`src/rtl/fetch_unit.sv`:
```
// Instruction fetch stage: owns the program counter, reads the opcode word
// and its 0-2 extension words from instruction memory, and presents the
// bundle to the control unit through a valid/ack handshake. Conditional
// jumps are resolved against the status flags when the bundle is consumed.
module fetch_unit #(
   parameter logic [15:0] RESET_PC = 16'h0000
) (
   input  logic        clk,
   input  logic        rst,
   output logic [15:0] mem_addr,
   output logic        mem_rd,
   input  logic [15:0] mem_rdata,
   input  logic        mem_ready,
   output logic [15:0] instruction,
   output logic [15:0] instruction_1,
   output logic [15:0] instruction_2,
   output logic        instr_valid,
   input  logic        instr_ack,
   input  logic [3:0]  flags,
   input  logic        pc_load,
   input  logic [15:0] pc_load_val,
   output logic [15:0] pc
);

   localparam int DATA_W = 16;
   localparam logic [DATA_W-1:0] PC_INIT = RESET_PC & 16'hFFFE;
   localparam logic [DATA_W-1:0] WORD_STEP = 16'd2;

   typedef enum logic [1:0] {
      READ_OP   = 2'd0,
      READ_EXT1 = 2'd1,
      READ_EXT2 = 2'd2,
      HOLD      = 2'd3
   } state_t;

   state_t            state;
   state_t            state_next;
   logic [1:0]        ext_cnt;
   logic              rd_block;
   logic              rd_fire;
   logic              jump_take;
   logic [DATA_W-1:0] load_target;
   logic [DATA_W-1:0] jump_target;
   logic [DATA_W-1:0] pc_plus2;

   // Source operand needs an extension word for indexed/absolute/symbolic
   // (As=01, except the constant generator on R3) and immediate (As=11, R0).
   function automatic logic src_ext(input logic [1:0] as, input logic [3:0] rsel);
      return ((as == 2'b01) && (rsel != 4'd3)) || ((as == 2'b11) && (rsel == 4'd0));
   endfunction

   function automatic logic is_jump(input logic [15:0] w);
      return (w[15:13] == 3'b001);
   endfunction

   // Number of extension words following an opcode word.
   function automatic logic [1:0] ext_words(input logic [15:0] w);
      logic [1:0] n;
      n = 2'd0;
      if (is_jump(w)) begin
         n = 2'd0;
      end else if (w[15:10] == 6'b000100) begin
         n = {1'b0, src_ext(w[5:4], w[3:0])};
      end else if (w[15:12] >= 4'd4) begin
         n = {1'b0, src_ext(w[5:4], w[11:8])} + {1'b0, w[7]};
      end
      return n;
   endfunction

   // Jump condition; flags are {V,N,Z,C}.
   function automatic logic jump_cond(input logic [2:0] cond, input logic [3:0] f);
      logic v, n, z, c, t;
      v = f[3];
      n = f[2];
      z = f[1];
      c = f[0];
      case (cond)
         3'b000:  t = ~z;
         3'b001:  t = z;
         3'b010:  t = ~c;
         3'b011:  t = c;
         3'b100:  t = n;
         3'b101:  t = ~(n ^ v);
         3'b110:  t = n ^ v;
         default: t = 1'b1;
      endcase
      return t;
   endfunction

   // Word offset of a jump, sign-extended and scaled to bytes.
   function automatic logic signed [DATA_W-1:0] jump_offset(input logic [15:0] w);
      logic signed [DATA_W-1:0] off;
      off = {{5{w[9]}}, w[9:0], 1'b0};
      return off;
   endfunction

   // A read is requested in every fetch state unless the cycle right after a
   // reset or PC load is blocked, which discards any in-flight access.
   assign mem_rd      = (state != HOLD) && !rd_block;
   assign mem_addr    = pc;
   assign rd_fire     = mem_rd && mem_ready;
   assign instr_valid = (state == HOLD);
   assign load_target = pc_load_val & 16'hFFFE;
   assign pc_plus2    = pc + WORD_STEP;
   assign jump_target = pc + $unsigned(jump_offset(instruction));
   assign jump_take   = is_jump(instruction) && jump_cond(instruction[12:10], flags);

   // State register.
   always_ff @(posedge clk) begin
      if (rst) begin
         state <= READ_OP;
      end else begin
         state <= state_next;
      end
   end

   // Next-state logic; a PC load overrides whatever the sequencer was doing.
   always_comb begin
      state_next = state;
      case (state)
         READ_OP: begin
            if (rd_fire) begin
               state_next = (ext_words(mem_rdata) == 2'd0) ? HOLD : READ_EXT1;
            end
         end
         READ_EXT1: begin
            if (rd_fire) begin
               state_next = (ext_cnt == 2'd2) ? READ_EXT2 : HOLD;
            end
         end
         READ_EXT2: begin
            if (rd_fire) begin
               state_next = HOLD;
            end
         end
         HOLD: begin
            if (instr_ack) begin
               state_next = READ_OP;
            end
         end
         default: state_next = READ_OP;
      endcase
      if (pc_load) begin
         state_next = READ_OP;
      end
   end

   // PC, captured words and read blocking; reset and PC load take priority
   // so a pending read can never be captured after either.
   always_ff @(posedge clk) begin
      if (rst) begin
         pc            <= PC_INIT;
         instruction   <= '0;
         instruction_1 <= '0;
         instruction_2 <= '0;
         ext_cnt       <= 2'd0;
         rd_block      <= 1'b1;
      end else if (pc_load) begin
         pc       <= load_target;
         rd_block <= 1'b1;
      end else begin
         rd_block <= 1'b0;
         case (state)
            READ_OP: begin
               if (rd_fire) begin
                  instruction   <= mem_rdata;
                  instruction_1 <= '0;
                  instruction_2 <= '0;
                  ext_cnt       <= ext_words(mem_rdata);
                  pc            <= pc_plus2;
               end
            end
            READ_EXT1: begin
               if (rd_fire) begin
                  instruction_1 <= mem_rdata;
                  pc            <= pc_plus2;
               end
            end
            READ_EXT2: begin
               if (rd_fire) begin
                  instruction_2 <= mem_rdata;
                  pc            <= pc_plus2;
               end
            end
            HOLD: begin
               if (instr_ack && jump_take) begin
                  pc <= jump_target;
               end
            end
            default: ;
         endcase
      end
   end

endmodule

```
`config.mk`:
```
export PLATFORM = sky130hd
export DESIGN_NAME = fetch_unit
export DESIGN_NICKNAME = d
export VERILOG_FILES = /design/src/rtl/fetch_unit.sv
export SDC_FILE = /design/constraint.sdc
export NUM_CORES = 1
export LEC_CHECK = 0
export BUFFER_PORTS_ARGS = -buffer_cell sky130_fd_sc_hd__buf_2
export CAP_MARGIN = 20
export CORE_AREA = 3 3 91 93
export CTS_BUF_LIST = sky130_fd_sc_hd__clkbuf_8
export DETAILED_ROUTE_END_ITERATION = 10
export DIE_AREA = 0 0 94 96
export PLACE_DENSITY = 0.77
export SLEW_MARGIN = 25
export SYNTH_ARGS = -nofsm -noshare
export SYNTH_HDL_FRONTEND = slang
export SYNTH_SLANG_ARGS = --single-unit
export TNS_END_PERCENT = 5
```
`constraint.sdc`:
```
create_clock -name clk -period 4.2 [get_ports clk]
set_input_delay 1.05 -clock clk [delete_from_list [all_inputs] [get_ports clk]]
set_output_delay 1.05 -clock clk [all_outputs]
set_load 0.005 [all_outputs]
```
==> summary.md <==
| Metric | Value |
|---|---|
| Die ar. | 9020 um2 |
| Seq/Total Area, Yosys | 36.3% |
| Site row count | 32 |
| Tcrit/Tclk final | 76.7% |
| Cts hold-fix bufs | 0 |
| Clock power frac | 38.2% |
| TritonCTS Buffers | 9 |
| P_int | 1.01 mW |
| Reg2Reg Setup Slack | 0.98 ns |
| Die H | 96 um |
| Comb pwr share | 12.5% |
| Slew HR | 54.6% |
| CP arrival | 3.46 ns |
| Final setup fails | 0 |
| FF+latch count, synth | 68 |
| Post-CTS Setup Inserts | 0 |
| Max Fanout on Critical Path | 19 |
| Vias/cell | 5.59 |
| VDD IR max | 215 uV |
| GRT Total Usage | 22.9% |
| Dpl ws | 1.01 ns |
| Io pins | 123 |
| CTS H-tree depth | 3 |
| Final min period | 3.22 ns |
| Synth area leaders | dfxtp_1 (36%), a22oi_1 (6.4%), nor2_1 (6.1%) |
| Sink Count | 68 |
| Commonest cells after routing, fill and taps aside | buf_2 (119), dfxtp_1 (68), nor2_1 (59) |
| Clock transition at path regs | 0.08 ns |
| WHS Path Cells | 2 |
| Synth cell types | 65 |
| Placed cell count | 643 |
| Via count | 3682 |
| Final hold vios | 0 |
| Worst setup margin | 0.977 ns |
| # port buffers | 119 |
| Die width | 94 um |
| Measured slew at the worst slew-check pin | 0.681 ns |
| Area Overhead vs Synth | 19.4% |
| RSZ-0062 raised after global routing | no |
| Iter 0 DRT Violations | 170 |
| Status | finished clean |
| Hold endpoint | instruction[5] |
| Post-synth EDFFs | 0 |
| Setup TNS | 0 ns |
| Hold WC Path Type | register to register |
| Sw Share | 27.4% |
| Synthesized area | 3750 um2 |
| Max Fclk | 310 MHz |
| Cell accounting for the most synthesized area | dfxtp_1 |
| Seq pwr share | 49.3% |
| Net switching power | 0.380 mW |
| Total wire length | 10.2 mm |
| CP startpoint kind | register |
| FF-to-FF path depth | 9 |
| Max Slew Vio Count | 0 |
| Ratio of cells with drive above 1 in the final layout | 26.9% |
| CORE AREA | 7610 um2 |
| Min-delay src | instruction[5] |
| WS Path Type | register to register |
| Synth Instances | 458 |
| First-pass GRT wire length | 16.6 mm |
| Pwr Density | 310 nW/um2 |
| HPWL Detailed | 7.41 mm |
| Clock skew | 0.00818 ns |
| Nets@finish | 609 |
| Post-CTS sizing | 0 |
| Syn avg cell area | 8.19 um2 |
| Final Instance Area | 4480 um2 |
| Vias in the first global route | 3501 |
| Most common cell after layout, fill and taps aside | buf_2 |
| Dominant synthesized flop cell | dfxtp_1 |
| ANT nets after route | 0 |
| LEAKAGE | 1.94 nW |
| Max-Cap Viols | 0 |
| CP Data Required Time | 4.44 ns |
| Root Buffer | clkbuf_8 |
| RR Endpoint | mem_addr[15] |
| Setup crit end kind | register |
| Final Non-Filler Cells | 659 |
| First drt pass iteration count | 5 |
| # diodes | 0 |
| CTS tree | yes |
| Largest net degree at the start of global routing | 54 |
| Post-route DRC violation count | 0 |
| Initial antenna violation count | 0 |
| Placed Instance Area | 4280 um2 |
| Worst Setup SP | state[1] |
| Gpl congestion | 0.918 |
| Fraction of registers with async set/reset | 0% |
| Clk_lat worst skew | 0.33 ns |
| DR WL/cell | 15.5 um |
| Synth Warn # | 0 |
| Grt ovf | 0 |
| Yosys top cell area share | 36.3% |
| Initial Utilization | 49.3% |
| Tot Pwr | 1.39 mW |
| Clk buf depth | 2 |
| R2R Path Start | state[1] |
-- registers in the layout, indices dropped and copies added (netlist names) --
signal and cells:
ext_cnt 2, instruction 16, instruction_1 16, instruction_2 16
mem_addr 15, rd_block 1, state 2
-- worst max path at each step --
stage                         endpoint  slack [ns]  cells after the start
final                     mem_addr[15]        0.98                      9
after global routing      mem_addr[15]        0.64                      9
after CTS                 mem_addr[15]        0.97                      9
after detailed placement  mem_addr[15]        1.01                      9
after global placement    mem_addr[15]        1.09                      9
after floorplan           mem_addr[15]        1.28                     12
-- power groups by stage --
stage	sequential [mW]	clock (mW)	combinational [mW]
2_1_floorplan	0.694	0	0.114
4_1_cts	0.684	0.546	0.174
6_report	0.684	0.530	0.174
3_3_place_gp	0.697	0	0.168
3_5_place_dp	0.699	0	0.172
5_1_grt	0.687	0.566	0.195
-- cell usage after synthesis, types with 2 or more instances --
| cell | number |
|---|---|
| inv_1 | 13 |
| a31oi_1 | 4 |
| a221oi_1 | 2 |
| o211ai_1 | 2 |
| a21o_1 | 2 |
| and3_1 | 4 |
| a22oi_1 | 32 |
| nand2_1 | 43 |
| a211o_1 | 4 |
| clkbuf_1 | 12 |
| nor2_1 | 61 |
| or2_2 | 2 |
| xnor2_1 | 4 |
| buf_4 | 17 |
| dfxtp_1 | 68 |
| a32oi_1 | 5 |
| nand4b_1 | 2 |
| a21oi_1 | 35 |
| a211oi_1 | 9 |
| mux2i_1 | 10 |
| o21a_1 | 3 |
| a311oi_1 | 3 |
| nand3b_1 | 3 |
| a2111o_1 | 2 |
| or3_1 | 5 |
| a21boi_0 | 2 |
| nor3_1 | 2 |
| nand2b_1 | 6 |
| o21ai_0 | 13 |
| and2_1 | 16 |
| ha_1 | 15 |
| nor2b_1 | 3 |
| clkbuf_2 | 2 |
| nand4_1 | 3 |
| buf_1 | 2 |
| nand3_1 | 10 |
| buf_2 | 9 |
-- cell type report --
type / instances / area, um2
fillers: 751 / 3130
multi-input cells: 335 / 2110
flip-flops and latches: 68 / 1360
repair buffers: 124 / 633
well taps: 102 / 128
clock buffers: 9 / 124
clock inverters: 7 / 70.1
inverters: 14 / 52.6
-- layer usage --
| metal | GRT usage (%) | part of all wire, % | vias up |
|---|---|---|---|
| met5 | 0 | 0 | - |
| met4 | 11.1 | 2.5 | 0 |
| met3 | 4.53 | 7.6 | 21 |
| met2 | 37.3 | 46 | 149 |
| met1 | 29.1 | 43 | 1689 |
| li1 | - | - | 1823 |
-- through the flow --
stage | hold WS (ns) | utilization (%)
after floorplan | 0.456 | -
after detailed placement | 0.455 | 56.3
final | 0.465 | 58.9
after CTS | 0.467 | 58.8
after global routing | 0.497 | 58.9
after global placement | 0.455 | 56.3
-- worst max-delay path, cell delays in order, from the launching register on --
cell and delay, ns:
dfxtp_1 0.42, ha_1 0.55, nand2_1 0.18, fa_1 0.45
nand2b_1 0.18, a211o_1 0.32, a2111oi_2 0.41, mux2i_1 0.25
mux2i_1 0.10, a311oi_1 0.26
-- kinds of logic after synthesis --
family,after synthesis,synth area share [%]
other cells,1,0.100
compound gates,134,25.0
fa+ha+maj,16,5.54
xor+xnor,5,1.17
mux,10,2.67
buf+inv,56,7.67
flops,68,36.3
simple gates,168,21.5
No activity file was read; power rests on OpenSTA's default activity.
